### src/rtl/sp_ram_bist.sv
// March C- self-test initiator for a single-port SRAM with 1-cycle read latency.
// Optional macro SP_RAM_BIST_ERR_CNT_EN adds a saturating 16-bit mismatch counter (err_cnt_o).
//
// state | meaning
// ------+---------------------------------------------------------------
// IDLE  | waiting for start_i, RAM port quiet, result flags held
// RUN   | issuing march accesses, one per cycle, elements back to back
// DRAIN | RAM port quiet for one cycle while the final read is compared
module sp_ram_bist #(
  parameter int ADDR_WIDTH = 15,
  parameter int DATA_WIDTH = 32
) (
  input  logic                    clk,
  input  logic                    rst_n,
  input  logic                    start_i,
  output logic                    busy_o,
  output logic                    done_o,
  output logic                    fail_o,
  output logic [ADDR_WIDTH-1:0]   fail_addr_o,
  output logic [2:0]              fail_elem_o,
`ifdef SP_RAM_BIST_ERR_CNT_EN
  output logic [15:0]             err_cnt_o,
`endif
  output logic                    ram_en_o,
  output logic [ADDR_WIDTH-1:0]   ram_addr_o,
  output logic [DATA_WIDTH-1:0]   ram_wdata_o,
  output logic                    ram_we_o,
  output logic [DATA_WIDTH/8-1:0] ram_be_o,
  input  logic [DATA_WIDTH-1:0]   ram_rdata_i
);

  localparam int BYTES    = DATA_WIDTH / 8;
  localparam int OFS      = $clog2(BYTES);
  localparam int WA       = ADDR_WIDTH - OFS;
  localparam int WORD_NUM = 2 ** WA;
  localparam logic [WA-1:0] ADDR_LAST = WA'(WORD_NUM - 1);

  typedef enum logic [1:0] {S_IDLE, S_RUN, S_DRAIN} state_e;

  state_e                state_q, state_d;
  logic [2:0]            elem_q, elem_d;
  logic [WA-1:0]         addr_q, addr_d;
  logic                  phase_q, phase_d;
  logic                  done_q, done_d;
  logic                  fail_q, fail_d;
  logic [ADDR_WIDTH-1:0] fail_addr_q, fail_addr_d;
  logic [2:0]            fail_elem_q, fail_elem_d;
  logic                  cmp_vld_q, cmp_vld_d;
  logic                  cmp_exp_q, cmp_exp_d;
  logic [ADDR_WIDTH-1:0] cmp_addr_q, cmp_addr_d;
  logic [2:0]            cmp_elem_q, cmp_elem_d;
`ifdef SP_RAM_BIST_ERR_CNT_EN
  logic [15:0]           err_cnt_q, err_cnt_d;
`endif

  logic                  single_op, down, last_addr, op_write, wr_one, rd_one, mismatch;
  logic [ADDR_WIDTH-1:0] acc_addr;

  // E0 w0 | E1 r0,w1 | E2 r1,w0 | E3 down r0,w1 | E4 down r1,w0 | E5 r0
  assign single_op = (elem_q == 3'd0) || (elem_q == 3'd5);
  assign down      = (elem_q == 3'd3) || (elem_q == 3'd4);
  assign last_addr = down ? (addr_q == '0) : (addr_q == ADDR_LAST);
  assign op_write  = (elem_q == 3'd0) || (!single_op && phase_q);
  assign wr_one    = (elem_q == 3'd1) || (elem_q == 3'd3);
  assign rd_one    = (elem_q == 3'd2) || (elem_q == 3'd4);
  assign acc_addr  = ADDR_WIDTH'(addr_q) << OFS;
  assign mismatch  = cmp_vld_q && (ram_rdata_i != {DATA_WIDTH{cmp_exp_q}});

  assign busy_o      = (state_q != S_IDLE);
  assign done_o      = done_q;
  assign fail_o      = fail_q;
  assign fail_addr_o = fail_addr_q;
  assign fail_elem_o = fail_elem_q;
`ifdef SP_RAM_BIST_ERR_CNT_EN
  assign err_cnt_o   = err_cnt_q;
`endif

  always_comb begin
    state_d     = state_q;
    elem_d      = elem_q;
    addr_d      = addr_q;
    phase_d     = phase_q;
    done_d      = done_q;
    fail_d      = fail_q;
    fail_addr_d = fail_addr_q;
    fail_elem_d = fail_elem_q;
    cmp_vld_d   = 1'b0;
    cmp_exp_d   = cmp_exp_q;
    cmp_addr_d  = cmp_addr_q;
    cmp_elem_d  = cmp_elem_q;
`ifdef SP_RAM_BIST_ERR_CNT_EN
    err_cnt_d   = err_cnt_q;
`endif
    ram_en_o    = 1'b0;
    ram_we_o    = 1'b0;
    ram_addr_o  = '0;
    ram_wdata_o = '0;
    ram_be_o    = '0;

    if (mismatch) begin
      if (!fail_q) begin
        fail_d      = 1'b1;
        fail_addr_d = cmp_addr_q;
        fail_elem_d = cmp_elem_q;
      end
`ifdef SP_RAM_BIST_ERR_CNT_EN
      if (err_cnt_q != 16'hFFFF) err_cnt_d = err_cnt_q + 16'd1;
`endif
    end

    case (state_q)
      S_IDLE: begin
        if (start_i) begin
          state_d     = S_RUN;
          elem_d      = 3'd0;
          addr_d      = '0;
          phase_d     = 1'b0;
          done_d      = 1'b0;
          fail_d      = 1'b0;
          fail_addr_d = '0;
          fail_elem_d = 3'd0;
`ifdef SP_RAM_BIST_ERR_CNT_EN
          err_cnt_d   = 16'd0;
`endif
        end
      end
      S_RUN: begin
        ram_en_o   = 1'b1;
        ram_we_o   = op_write;
        ram_addr_o = acc_addr;
        ram_be_o   = '1;
        if (op_write) begin
          ram_wdata_o = {DATA_WIDTH{wr_one}};
        end else begin
          cmp_vld_d  = 1'b1;
          cmp_exp_d  = rd_one;
          cmp_addr_d = acc_addr;
          cmp_elem_d = elem_q;
        end
        if (!single_op && !phase_q) begin
          phase_d = 1'b1;
        end else begin
          phase_d = 1'b0;
          if (last_addr) begin
            if (elem_q == 3'd5) begin
              state_d = S_DRAIN;
            end else begin
              elem_d = elem_q + 3'd1;
              // the next element runs downward only after E2 and E3
              addr_d = ((elem_q == 3'd2) || (elem_q == 3'd3)) ? ADDR_LAST : '0;
            end
          end else begin
            addr_d = down ? (addr_q - WA'(1)) : (addr_q + WA'(1));
          end
        end
      end
      S_DRAIN: begin
        state_d = S_IDLE;
        done_d  = 1'b1;
      end
      default: state_d = S_IDLE;
    endcase
  end

  always_ff @(posedge clk or negedge rst_n) begin
    if (!rst_n) begin
      state_q     <= S_IDLE;
      elem_q      <= 3'd0;
      addr_q      <= '0;
      phase_q     <= 1'b0;
      done_q      <= 1'b0;
      fail_q      <= 1'b0;
      fail_addr_q <= '0;
      fail_elem_q <= 3'd0;
      cmp_vld_q   <= 1'b0;
      cmp_exp_q   <= 1'b0;
      cmp_addr_q  <= '0;
      cmp_elem_q  <= 3'd0;
`ifdef SP_RAM_BIST_ERR_CNT_EN
      err_cnt_q   <= 16'd0;
`endif
    end else begin
      state_q     <= state_d;
      elem_q      <= elem_d;
      addr_q      <= addr_d;
      phase_q     <= phase_d;
      done_q      <= done_d;
      fail_q      <= fail_d;
      fail_addr_q <= fail_addr_d;
      fail_elem_q <= fail_elem_d;
      cmp_vld_q   <= cmp_vld_d;
      cmp_exp_q   <= cmp_exp_d;
      cmp_addr_q  <= cmp_addr_d;
      cmp_elem_q  <= cmp_elem_d;
`ifdef SP_RAM_BIST_ERR_CNT_EN
      err_cnt_q   <= err_cnt_d;
`endif
    end
  end

endmodule
### config.mk
export PLATFORM = sky130hd
export DESIGN_NAME = sp_ram_bist
export DESIGN_NICKNAME = d
export VERILOG_FILES = /design/src/rtl/sp_ram_bist.sv
export SDC_FILE = /design/constraint.sdc
export NUM_CORES = 1
export LEC_CHECK = 0
export BUFFER_PORTS_ARGS = -buffer_cell sky130_fd_sc_hd__buf_2
export CORE_AREA = 2 2 89 91
export DETAILED_ROUTE_END_ITERATION = 8
export DIE_AREA = 0 0 91 93
export PLACE_DENSITY = 0.79
export SKIP_LAST_GASP = 1
export SLEW_MARGIN = 20
export SYNTH_ARGS = -nofsm -noshare
export SYNTH_HDL_FRONTEND = slang
export SYNTH_SLANG_ARGS = --single-unit
### constraint.sdc
create_clock -name clk -period 8.7 [get_ports clk]
set_clock_uncertainty 0.2 [all_clocks]
set_input_delay 0.87 -clock clk [delete_from_list [all_inputs] [get_ports clk]]
set_output_delay 0.87 -clock clk [all_outputs]
set_load 0.02 [all_outputs]
== Word level (Yosys, flattened, before mapping) ==
Index checks and enable logic that the tools add are counted.

* Register bits after elaboration: 57
* Logic and storage cells: 95

* Mux-type cells: 41
* Bitwise gates (word level): 1
* $add $sub $neg: 3
* Reduce and logical (&&, ||, !) cells: 23
* Equal/unequal tests: 15

{| class="wikitable"
|+ Operators with widths
! cell !! count
|-
| 13-bit 2-to-1 mux || 6
|-
| 15-bit 2-to-1 mux || 5
|-
| 32-bit 2-to-1 mux || 2
|-
| 32-bit inequality test || 1
|-
| 13-bit case mux with 2 select lines || 1
|-
| 3-bit 2-to-1 mux || 8
|-
| 13-bit by 1-bit adder with 13-bit output, second input constant || 1
|-
| 13-bit == test, second input constant || 1
|-
| 13-bit zero test || 1
|-
| 13-bit by 1-bit subtractor with 13-bit output, second input constant || 1
|-
| 1-bit 2-to-1 mux || 10
|-
| 2-bit inequality test, second input constant || 5
|-
| 2-bit 2-to-1 mux || 4
|-
| 4-bit AND reduction || 2
|-
| 3-bit by 2-bit == test with 1-bit output, second input constant || 2
|-
| 3-bit == test, second input constant || 2
|-
| 1-bit logical OR || 6
|-
| 3-bit case mux with 2 select lines || 1
|-
| 2-bit AND reduction || 3
|-
| 2-bit nonzero test || 3
|-
| 5-bit AND reduction || 1
|-
| 4-bit 2-to-1 mux || 1
|-
| 1-bit case mux with 2 select lines || 2
|-
| 2-bit case mux with 2 select lines || 1
|-
| 10 further kinds || 13
|}

== Logic depth before layout (Yosys ltp) ==
Gate-level depths: netlist of the first run.

* Depth in word-level cells: 7
* Gate-level depth with buffers: 11
* Gate-level depth less buffers: 11

== Worst setup path before layout of the first run ==
No wires, ideal clock.

* Path kind: reg2out
* Start point: register elem_q[0]
* End point: output port ram_wdata_o[10]
* Stages on the path, launching flop included: 7
* Data required time: 7.630 ns
* Arrival time: 2.866 ns
* Slack: 4.764 ns
* Cells stage by stage: dfrtp_1 -> ha_1 -> nand2b_1 -> o21ai_0 -> and2_1 -> nor2b_1 -> buf_4

* Cells in the longest elaborated chain, start to end: 7

{| class="wikitable"
|+ RTL lines
! element !! line !! source
|-
| start: declaration || 41 || <nowiki>logic [2:0] elem_q, elem_d;</nowiki>
|-
| start signal: assignment || 184 || <nowiki>elem_q <= elem_d;</nowiki>
|-
| 3-bit == test or 3-bit zero test (tied branches) || 60, 63 ||
|-
| 1-bit logical OR || 60 || <nowiki>assign single_op = (elem_q == 3'd0) || (elem_q == 3'd5);</nowiki>
|-
| 1-bit zero test || 63 || <nowiki>assign op_write = (elem_q == 3'd0) || (!single_op && phase_q);</nowiki>
|-
| 1-bit logical AND || 63 ||
|-
| 1-bit logical OR || 63 ||
|-
| 32-bit 2-to-1 mux (*) || 132 || <nowiki>if (op_write) begin</nowiki>
|-
| 32-bit 2-to-1 mux (*) || 111 || <nowiki>case (state_q)</nowiki>
|-
| end: declaration || 26 || <nowiki>output logic [DATA_WIDTH-1:0] ram_wdata_o,</nowiki>
|}

Every way passes the cells marked *; elsewhere a longest branch is shown, timed or not.

== Final worst setup path of the first run ==
* Start point: register elem_q[0]
* End point: register addr_q[12]

* Cells in the longest elaborated chain, start to end: 7

{| class="wikitable"
|+ RTL lines
! element !! line !! source
|-
| 3-bit by 2-bit == test with 1-bit output (on tied branches) || 150, 61 ||
|-
| 1-bit logical OR || 150 || <nowiki>addr_d = ((elem_q == 3'd2) || (elem_q == 3'd3)) ? ADDR_LAST : '0;</nowiki>
|-
| 13-bit 2-to-1 mux || 150 ||
|-
| 13-bit 2-to-1 mux || 145 || <nowiki>if (elem_q == 3'd5) begin</nowiki>
|-
| 13-bit 2-to-1 mux || 144 || <nowiki>if (last_addr) begin</nowiki>
|-
| 13-bit 2-to-1 mux || 140 || <nowiki>if (!single_op && !phase_q) begin</nowiki>
|-
| 13-bit case mux with 2 select lines || 111 ||
|-
| end signal: assignment || 185 || <nowiki>addr_q <= addr_d;</nowiki>
|-
| end: declaration || 42 || <nowiki>logic [WA-1:0] addr_q, addr_d;</nowiki>
|}

Several ways; a longest one is shown, not always the timed one. The select of a mux whose other input is x is not followed.
A chain may end at the register's enable or synchronous reset.

==> results of run 1 <==
-- worst min-delay path: stages (launching register included) --
cell     delay (ns)
dfrtp_1        0.34
nand2_1        0.04
o21ai_0        0.06
-- power by group through the flow --
stage / clock network, mW / logic, mW / registers (mW)
floorplan: 0 / 0.233 / 0.362
global placement: 0 / 0.300 / 0.361
detailed placement: 0 / 0.308 / 0.363
CTS: 0.217 / 0.310 / 0.360
global route: 0.231 / 0.344 / 0.366
finish: 0.215 / 0.308 / 0.360
-- routing by layer --
layer	global-route usage, %	vias up	part of all wire (%)
li1	-	1482	-
met4	7.576	0	1.4
met3	4.674	12	7.3
met5	0	-	0
met1	23.77	1421	43
met2	32.16	102	48
-- synth_stat cells (2+ instances only) --
cell and number:
nand4_1 9, clkbuf_1 8, ha_1 17, buf_2 5, nor2_1 32, or4_1 4
o22ai_1 2, o21a_1 2, inv_1 12, a21oi_1 19, xnor2_1 7, nor3_1 6
nand2_1 33, and2_1 13, nor2b_1 5, mux2_2 13, mux2i_1 18, nand3_1 9
o211ai_1 2, buf_4 38, a21o_1 4, or2_2 2, o21ai_0 35, a211oi_1 2
nor4_1 5, or3_1 4, dfrtp_1 57, nand2b_1 7
-- through the flow --
| step | hold slack (ns) | cells | worst slack [ns] | instance area, sq um |
|---|---|---|---|---|
| global placement | 0.2636 | 552 | 5.056 | 3979 |
| CTS | 0.2848 | 568 | 4.442 | 4151 |
| finish | 0.2800 | 568 | 4.740 | 4154 |
| detailed placement | 0.2707 | 552 | 4.792 | 3979 |
| floorplan | 0.2492 | 394 | 4.764 | 3666 |
| global route | 0.3061 | 568 | 4.511 | 4154 |
-- path summary, 6_finish.rpt --
check | to | slack, ns
hold reg to reg | cmp_elem_q[0]$_DFFE_PN0P_ | 0.28
setup / recovery | addr_q[12]$_DFFE_PN0P_ | 4.74
setup reg to reg | addr_q[12]$_DFFE_PN0P_ | 4.74
max in group asynchronous | elem_q[1]$_DFFE_PN0P_ | 7.36
hold / removal | cmp_elem_q[0]$_DFFE_PN0P_ | 0.28
min in group asynchronous | addr_q[5]$_DFFE_PN0P_ | 0.46
-- cell families (layout without fill, tap and decap cells) --
kind of cell,count (synthesis),count (layout),synth area share [%]
AO/OA/AOI/OAI,79,79,13.32
adder cells (fa/ha/maj),18,18,6.355
buffers and inverters,64,136,11.07
AND/OR/NAND/NOR,134,134,18.76
XOR/XNOR,8,8,1.913
multiplexers,32,32,9.532
flip-flops,57,57,38.95
other,1,2,0.1024
-- state kept, by name, indices dropped and copies added, names as in the netlist --
signal and count:
fail_addr_o 15, addr_q 13, cmp_addr_q 13, cmp_elem_q 3, elem_q 3, fail_elem_o 3
state_q 2, cmp_exp_q 1, cmp_vld_q 1, done_o 1, fail_o 1, phase_q 1
-- layout make-up --
type	count	area, sq um	share of cell area, %
Multi-Input combinational cell	273	1837	44.22
Sequential cell	57	1426	34.34
Timing Repair Buffer	108	545.5	13.13
Clock buffer	11	141.4	3.404
Tap cell	102	127.6	3.072
Inverter	12	45.04	1.084
Clock inverter	5	31.28	0.7530
-- cell usage in the layout (no fill, tap or decap), types with 5 or more instances in the layout --
master / n
buf_2: 106
dfrtp_1: 57
o21ai_0: 35
nand2_1: 33
nor2_1: 32
a21oi_1: 19
mux2i_1: 18
ha_1: 17
and2_1: 13
mux2_2: 13
inv_1: 12
clkbuf_8: 10
nand4_1: 9
nand3_1: 9
nand2b_1: 7
xnor2_1: 7
nor3_1: 6
nor4_1: 5
==> impl_results.md, run 1 <==
- Status: finished clean
- Vias: 3,017
- Power Total: 0.8834 mW
- CP max-delay cell: a2111oi_0
- Area contributors post-synth: dfrtp_1 (39%), buf_4 (7.8%), ha_1 (5.8%)
- Root Driver: clkbuf_8
- Fin crit share: 45.52%
- R2R depth: 11
- Required time of the critical path: 8.69 ns
- Sw Pwr: 0.3397 mW
- CTS Buffer Depth: 2
- Worst-path clk slew: 0.06 ns
- Internal: 0.5437 mW
- Initial Utilization: 48.65%
- Initial drt markers: 195
- Final setup fails: 0
- Clk_lat worst skew: 0.33 ns
- Number of synthesized register bits: 57
- GP Congestion: 0.8129
- Headroom to the max-slew limit: 41.71%
- Critical path depth: 11
- Reg-to-Reg Start: elem_q[0]$_DFFE_PN0P_
- Syn-to-layout area delta: 13.43%
- Critical-path cell list: inv_1 > ha_1 > mux2_2 > inv_1 > fa_1 > nand2b_1 > a21oi_1 > o21ai_0 > o41a_1 > a2111oi_0 > nor4bb_1
- Crit. End Element: flip-flop
- Sw Share: 38.45%
- Area fraction of the dominant cell type after synthesis: 38.95%
- Worst slew pin tran: 0.8744 ns
- Top-Level Pins: 109
- Maximum achievable frequency: 0.2525 GHz
- Number of global-route vias before repair: 2,795
- Fillers: 692
- Synth unique cells: 51
- Setup bufs post-CTS: 0
- Resized Gates After CTS: 0
- Grt total ovfl: 0
- CTS tree: built
- Syn Area/Cell: 9.319 sq um
- Buf/Inv on CP: 2
- Pins over their slew limit: 0
- RSZ-0062 raised after global routing: no
- Clk pwr share: 24.3%
- Inserted Clock Buffers: 9
- TNS Setup: 0 ns
- Routed Wire Length: 8040 um
- EDFF count, synth: 0
- CP Launch Point: elem_q[0]$_DFFE_PN0P_
- Post-synthesis sequential area ratio: 38.95%
- CP Max Fanout: 20
- Die area: 8463 sq um
- Min Tclk post-route: 3.960 ns
- Number of detailed-route iterations in the first pass: 4
- Min-Delay Path Class: reg2reg
- Share of cells above drive strength 1: 30.90%
- Initial antenna violation count: 0
- Fraction of registers with async set or reset after synthesis: 100.0%
- HP Start: cmp_elem_q[0]$_DFFE_PN0P_
- Synthesis warning total: 0
- Largest net degree at the start of global routing: 58
- Die Wd: 91 um
- Final ANT Viol Nets: 0
- Largest stage delay, worst path: 0.52 ns
- Mapped Area: 3662 sq um
- WHS Path Cells: 2
- Final Hold Vio Count: 0
- Drt drc: 0
- Detailed placement HPWL: 5778 um
- Chip Height: 93 um
- Critical path class: reg2reg
- Tot GR Track Use: 19.12%
- Sequential power share: 40.8%
- Post-Syn Instances: 393
- Max VDD drop: 75.91 uV
- CORE AREA: 7527 sq um
- H-tree depth: 3
- P per Cell Area: 212.7 nW/um^2
- Crit-path leading delay family: compound AO/OA/AOI/OAI gates
- Combinational power share: 34.9%
- Max-cap violations: 0
- Vias per cell: 5.312
- CP Launch Type: flip-flop
- Leakage: 2.230 nW
- First-pass GRT wire length: 13,050 um
- Post-CTS Hold Buffers: 0
- Final nets: 514
- Row count: 32
- CP arrival: 3.95 ns
- Top cell type by total area after synthesis: dfrtp_1
- Primary FF master, synth: dfrtp_1
- Port Buffers: 106
- Average wire per standard cell: 14.15 um
- Layout Utilization: 55.19%
- Clk sink count: 57
- Antenna Cells: 0
- Worst path most repeated cell: inv_1
Note: power is estimated with default switching activity, not from simulation.
==> run 2, diff against run 1 <==
==> constraint.sdc (replaced) <==
create_clock -name clk -period 3.7 [get_ports clk]
set_clock_uncertainty 0.2 [all_clocks]
set_input_delay 0.37 -clock clk [delete_from_list [all_inputs] [get_ports clk]]
set_output_delay 0.37 -clock clk [all_outputs]
set_load 0.02 [all_outputs]
==> run 2 against run 1 <==
First-iteration DRC count grew 58%. Critical path depth unchanged. Register-to-register slack got worse by 4.5 ns. Core utilization is 0.47 points higher. Routed wire length grew 0.62%. Worst setup slack got worse by 4.5 ns. Sequential share of layout area is 0.29 points lower. Maximum frequency grew 15%. Count of clock-buffer cells in the layout shrank 2. Critical endpoint unchanged. Largest cell class unchanged. Highest routed layer unchanged.
==> impl_results.md, run 2 (synthesis results as in run 1) <==
- Status: finished clean (unchanged)
- Internal: 1.269 mW (was 0.5437 mW)
- Die Wd: 91 um (unchanged)
- Largest stage delay, worst path: 0.44 ns (was 0.52 ns)
- Tot GR Track Use: 19.10% (was 19.12%)
- H-tree depth: 3 (unchanged)
- Syn-to-layout area delta: 14.38% (was 13.43%)
- Final setup fails: 0 (unchanged)
- RSZ-0062 raised after global routing: no (unchanged)
- Worst-path clk slew: 0.07 ns (was 0.06 ns)
- Leakage: 2.246 nW (was 2.230 nW)
- Clk_lat worst skew: 0.34 ns (was 0.33 ns)
- Headroom to the max-slew limit: 43.63% (was 41.71%)
- Final ANT Viol Nets: 0 (unchanged)
- Drt drc: 0 (unchanged)
- Initial antenna violation count: 0 (unchanged)
- Combinational power share: 35.5% (was 34.9%)
- Largest net degree at the start of global routing: 39 (was 58)
- CP Launch Point: elem_q[0]$_DFFE_PN0P_ (unchanged)
- Grt total ovfl: 0 (unchanged)
- CP max-delay cell: dfrtp_1 (was a2111oi_0)
- Min-Delay Path Class: in2reg (was reg2reg)
- Share of cells above drive strength 1: 31.42% (was 30.90%)
- Max-cap violations: 0 (unchanged)
- Vias: 3,034 (was 3,017)
- Worst slew pin tran: 0.8456 ns (was 0.8744 ns)
- Place WS: 0.3050 ns (was 4.792 ns)
- Inserted Clock Buffers: 9 (unchanged)
- Required time of the critical path: 3.71 ns (was 8.69 ns)
- Vias per cell: 5.295 (was 5.312)
- CORE AREA: 7527 sq um (unchanged)
- Hold WS: 0.1662 ns (was 0.2800 ns)
- Antenna Cells: 0 (unchanged)
- Placed cell area: 4009 sq um (was 3979 sq um)
- Maximum achievable frequency: 0.2897 GHz (was 0.2525 GHz)
- Number of detailed-route iterations in the first pass: 4 (unchanged)
- Fin crit share: 93.28% (was 45.52%)
- Sw Share: 39.26% (was 38.45%)
- Critical-path cell list: inv_1 > ha_1 > mux2_2 > inv_1 > fa_1 > nand2b_1 > a21oi_1 > o21ai_0 > o41a_1 > a2111oi_0 > nor4bb_1 (unchanged)
- Sw Pwr: 0.8198 mW (was 0.3397 mW)
- CP arrival: 3.46 ns (was 3.95 ns)
- Layout Utilization: 55.65% (was 55.19%)
- Final nets: 519 (was 514)
- Root Driver: clkbuf_8 (unchanged)
- Clk sink count: 57 (unchanged)
- Initial Utilization: 48.65% (unchanged)
- Resized Gates After CTS: 0 (unchanged)
- Final Hold Vio Count: 0 (unchanged)
- GP Congestion: 0.9340 (was 0.8129)
- Routed Wire Length: 8090 um (was 8040 um)
- Buf/Inv on CP: 2 (unchanged)
- Pins over their slew limit: 0 (unchanged)
- Number of global-route vias before repair: 2,848 (was 2,795)
- First-pass GRT wire length: 13,140 um (was 13,050 um)
- P per Cell Area: 498.5 nW/um^2 (was 212.7 nW/um^2)
- Top-Level Pins: 109 (unchanged)
- HP Start: start_i (was cmp_elem_q[0]$_DFFE_PN0P_)
- Average wire per standard cell: 14.12 um (was 14.15 um)
- Max VDD drop: 195.9 uV (was 75.91 uV)
- Crit. End Element: flip-flop (unchanged)
- Fin worst setup slack: 0.2486 ns (was 4.740 ns)
- Reg-to-Reg Start: elem_q[0]$_DFFE_PN0P_ (unchanged)
- Port Buffers: 106 (unchanged)
- CP Launch Type: flip-flop (unchanged)
- Chip Height: 93 um (unchanged)
- Initial drt markers: 308 (was 195)
- Detailed placement HPWL: 6030 um (was 5778 um)
- Die area: 8463 sq um (unchanged)
- CTS Buffer Depth: 2 (unchanged)
- Crit-path leading delay family: compound AO/OA/AOI/OAI gates (unchanged)
- Min Tclk post-route: 3.451 ns (was 3.960 ns)
- Critical path class: reg2reg (unchanged)
- TNS Setup: 0 ns (unchanged)
- Final Instance Area: 4189 sq um (was 4154 sq um)
- CP Max Fanout: 10 (was 20)
- Sequential power share: 40.4% (was 40.8%)
- CTS tree: built (unchanged)
- Commonest non-fill, non-tap cell in the layout: buf_2 (unchanged)
- Commonest non-fill, non-tap cells in the layout: buf_2 (106), dfrtp_1 (57), o21ai_0 (35) (unchanged)
- Max FFs per register: 15 (unchanged)
- Row count: 32 (unchanged)
- Worst path most repeated cell: inv_1 (unchanged)
- Clk pwr share: 24.1% (was 24.3%)
-- run 2: cell count changes in the layout (fill, tap and decap cells not counted) --
cell           previous run  this run
nor2b_1                   4         5
inv_6                     0         1
clkinv_4                  1         0
buf_4                     2         6
clkbuf_8                 10         9
dlygate4sd3_1             0         1
clkinvlp_4                1         3
nor2b_2                   1         0
clkbuf_1                  1         0
-- run 2: worst reg2reg max path: cells and delay by family (launching register included) --
kind,cells,cell delay [ns]
AO/OA/AOI/OAI,4,1.22
flip-flops,1,0.44
adder cells (fa/ha/maj),2,0.65
buffers and inverters,2,0.22
AND/OR/NAND/NOR,2,0.28
multiplexers,1,0.32
-- run 2: per-stage QoR --
step | total power, mW | std cells
floorplan | 1.401 | 394
global placement | 1.566 | 556
detailed placement | 1.594 | 556
CTS | 2.096 | 573
global route | 2.217 | 573
finish | 2.088 | 573
-- run 2: final timing paths --
check                                            to  slack (ns)  depth (start not counted)
min in group asynchronous  fail_addr_o[6]$_DFF_PN0_        0.47                          2
max                          addr_q[12]$_DFFE_PN0P_        0.25                         11
min                              done_o$_DFFE_PN0P_        0.17                          4
min reg2reg                fail_addr_o[1]$_DFF_PN0_        0.28                          1
max reg2reg                  addr_q[12]$_DFFE_PN0P_        0.25                         11
max in group asynchronous        done_o$_DFFE_PN0P_        2.04                          3
-- run 2: power by group through the flow --
stage | sequential, mW | clock (mW) | combinational [mW]
floorplan | 0.852 | 0 | 0.549
global placement | 0.849 | 0 | 0.718
detailed placement | 0.853 | 0 | 0.741
CTS | 0.842 | 0.510 | 0.744
global route | 0.860 | 0.538 | 0.819
finish | 0.844 | 0.502 | 0.742
-- run 2: repair_timing --
action	in CTS	in global routing
endpoints found under the hold margin	37	0
hold buffers	1	0
buffers inserted	0	0
-- run 2: per-layer routing --
layer | GRT usage (%) | wire [um] | vias to the layer above
li1 | - | - | 1493
met1 | 23.86 | 3550 | 1423
met2 | 31.05 | 3834 | 108
met3 | 5.238 | 560 | 10
met4 | 8.586 | 143 | 0
met5 | 0 | 0 | -
-- run 2: final cells by class --
class	count	area, sq um
fill	682	3338
clock buffer	9	123.9
clock inverter	7	46.29
sequential	57	1426
multi-input combinational	273	1834
timing repair buffer	113	585.6
inverter	12	45.04
tap	102	127.6
==> run 3, diff against run 2 <==
--- a/config.mk
+++ b/config.mk
@@ -10,6 +10,7 @@
 export DETAILED_ROUTE_END_ITERATION = 8
 export DIE_AREA = 0 0 91 93
 export PLACE_DENSITY = 0.79
+export REMOVE_ABC_BUFFERS = 1
 export SKIP_LAST_GASP = 1
 export SLEW_MARGIN = 20
 export SYNTH_ARGS = -nofsm -noshare
==> run 3 against run 2 <==
Routed wire length grew 1.3%. Cell count decreased by 0.17%. Combinational power is 0.7% higher. Power is 6.9% higher.
==> impl_results.md, run 3 (synthesis results as in run 1) <==
- Status: finished clean (unchanged)
- Final ANT Viol Nets: 0 (unchanged)
- Final Hold Vio Count: 0 (unchanged)
- Maximum achievable frequency: 0.2906 GHz (was 0.2897 GHz)
- Port Buffers: 106 (unchanged)
- Initial antenna violation count: 0 (unchanged)
- Reg-to-Reg Start: elem_q[1]$_DFFE_PN0P_ (was elem_q[0]$_DFFE_PN0P_)
- Average wire per standard cell: 14.33 um (was 14.12 um)
- Largest net degree at the start of global routing: 47 (was 39)
- CP Launch Type: flip-flop (unchanged)
- Vias per cell: 5.341 (was 5.295)
- Die area: 8463 sq um (unchanged)
- Vias: 3,055 (was 3,034)
- Initial Utilization: 48.65% (unchanged)
- Setup bufs post-CTS: 0 (unchanged)
- CP max-delay cell: a2111oi_0 (was dfrtp_1)
- CP arrival: 3.45 ns (was 3.46 ns)
- Grt total ovfl: 0 (unchanged)
- Critical path class: reg2reg (unchanged)
- Inserted Clock Buffers: 9 (unchanged)
- Final setup fails: 0 (unchanged)
- Max FFs per register: 15 (unchanged)
- Fin crit share: 92.99% (was 93.28%)
- Critical-path cell list: inv_1 > ha_1 > mux2_2 > inv_1 > fa_1 > nand2b_1 > a21oi_1 > o21ai_1 > o41a_1 > a2111oi_0 > nor4bb_1 (was inv_1 > ha_1 > mux2_2 > inv_1 > fa_1 > nand2b_1 > a21oi_1 > o21ai_0 > o41a_1 > a2111oi_0 > nor4bb_1)
- Top-Level Pins: 109 (unchanged)
- Critical Path Sink: addr_q[12]$_DFFE_PN0P_ (unchanged)
- Layout Utilization: 56.23% (was 55.65%)
- Power Total: 2.232 mW (was 2.088 mW)
- Commonest non-fill, non-tap cell in the layout: buf_2 (unchanged)
- Detailed placement HPWL: 5932 um (was 6030 um)
- Routed Wire Length: 8195 um (was 8090 um)
- Headroom to the max-slew limit: 44.02% (was 43.63%)
- Required time of the critical path: 3.71 ns (about the same)
- Chip Height: 93 um (unchanged)
- Worst path most repeated cell: inv_1 (unchanged)
- P per Cell Area: 527.2 nW/um^2 (was 498.5 nW/um^2)
- Share of cells above drive strength 1: 31.28% (was 31.42%)
- GP Congestion: 0.8435 (was 0.9340)
- Clk_lat worst skew: 0.34 ns (about the same)
- Initial drt markers: 203 (was 308)
- CTS Buffer Depth: 2 (unchanged)
- Row count: 32 (unchanged)
- Final nets: 518 (was 519)
- Reg2reg setup slack: 0.26 ns (was 0.25 ns)
- Drt drc: 0 (unchanged)
- Die Wd: 91 um (unchanged)
- Max VDD drop: 213.4 uV (was 195.9 uV)
- Pins over their slew limit: 0 (unchanged)
- First-pass GRT wire length: 13,720 um (was 13,140 um)
- TNS Setup: 0 ns (unchanged)
- Min-Delay Path Class: in2reg (unchanged)
- Number of global-route vias before repair: 2,939 (was 2,848)
- CP Max Fanout: 9 (was 10)
- RSZ-0062 raised after global routing: no (unchanged)
- H-tree depth: 3 (unchanged)
- FF-to-FF End: addr_q[12]$_DFFE_PN0P_ (unchanged)
- R2R depth: 11 (unchanged)
- Root Driver: clkbuf_8 (unchanged)
- Min Tclk post-route: 3.441 ns (was 3.451 ns)
- Antenna Cells: 0 (unchanged)
- Clk sink count: 57 (unchanged)
- Largest stage delay, worst path: 0.45 ns (was 0.44 ns)
- Crit. End Element: flip-flop (unchanged)
- Number of detailed-route iterations in the first pass: 4 (unchanged)
- Commonest non-fill, non-tap cells in the layout: buf_2 (105), dfrtp_1 (57), o21ai_0 (34) (was buf_2 (106), dfrtp_1 (57), o21ai_0 (35))
- Max-cap violations: 0 (unchanged)
- CTS tree: built (unchanged)
- CP Launch Point: elem_q[1]$_DFFE_PN0P_ (was elem_q[0]$_DFFE_PN0P_)
- CORE AREA: 7527 sq um (unchanged)
- Worst slew pin tran: 0.8397 ns (was 0.8456 ns)
- Syn-to-layout area delta: 15.58% (was 14.38%)
- Leakage: 2.270 nW (was 2.246 nW)
- Worst-path clk slew: 0.07 ns (about the same)
- Tot GR Track Use: 20.12% (was 19.10%)
-- run 3: per-stage QoR --
step / instance area, sq um / hold WS (ns) / std cells / worst slack, ns
after floorplan: 3306 / -0.1256 / 342 / -6.960
after global placement: 4001 / 0.2639 / 555 / 0.3129
after detailed placement: 4001 / 0.2694 / 555 / 0.2141
after CTS: 4220 / 0.02042 / 571 / 0.1918
after global routing: 4233 / 0.2117 / 572 / 0.005977
final: 4233 / 0.1453 / 572 / 0.2594
-- run 3: layer usage --
layer | vias to the layer above | global-route usage, % | wire [um]
met2 | 96 | 33.40 | 4056
met3 | 18 | 3.546 | 401
li1 | 1496 | - | -
met4 | 0 | 9.091 | 187
met5 | - | 0 | 0
met1 | 1445 | 25.84 | 3548
-- run 3: worst min-delay path by stage --
stage               cells past startpoint                    endpoint  slack (ns)                  startpoint
CTS                                     1    fail_addr_o[1]$_DFF_PN0_        0.02                       rst_n
detailed placement                      2  cmp_addr_q[14]$_DFFE_PN0P_        0.27  cmp_addr_q[14]$_DFFE_PN0P_
finish                                  4          done_o$_DFFE_PN0P_        0.15                     start_i
floorplan                               0       addr_q[0]$_DFFE_PN0P_       -0.13                       rst_n
global route                            4          done_o$_DFFE_PN0P_        0.21                     start_i
global placement                        2   cmp_addr_q[3]$_DFFE_PN0P_        0.26   cmp_addr_q[3]$_DFFE_PN0P_
-- run 3: final cells by class --
class	count	area (sq um)
inverter	12	45.04
sequential	57	1426
fill	663	3294
timing repair buffer	112	580.6
multi-input combinational	273	1834
tap	102	127.6
clock inverter	7	95.09
clock buffer	9	123.9
-- run 3: report_power, final --
group	internal (mW)	leakage (nW)	switching, mW
clock	0.378	0.109	0.264
combinational	0.294	1.40	0.453
sequential	0.735	0.761	0.108
-- run 3: what timing repair did --
action / 4_1_cts / 5_1_grt
hold buffers: 0 / 1
resized for setup: 0 / 1
endpoints found under the hold margin: 0 / 45
endpoints found under the setup margin: 0 / 1
-- run 3: critical path: cells and delay by family, from the launching register on --
family,cells,cell delay (ns)
adder cells (fa/ha/maj),2,0.62
multiplexers,1,0.31
AND/OR/NAND/NOR,2,0.28
AO/OA/AOI/OAI,4,1.27
flip-flops,1,0.41
buffers and inverters,2,0.22
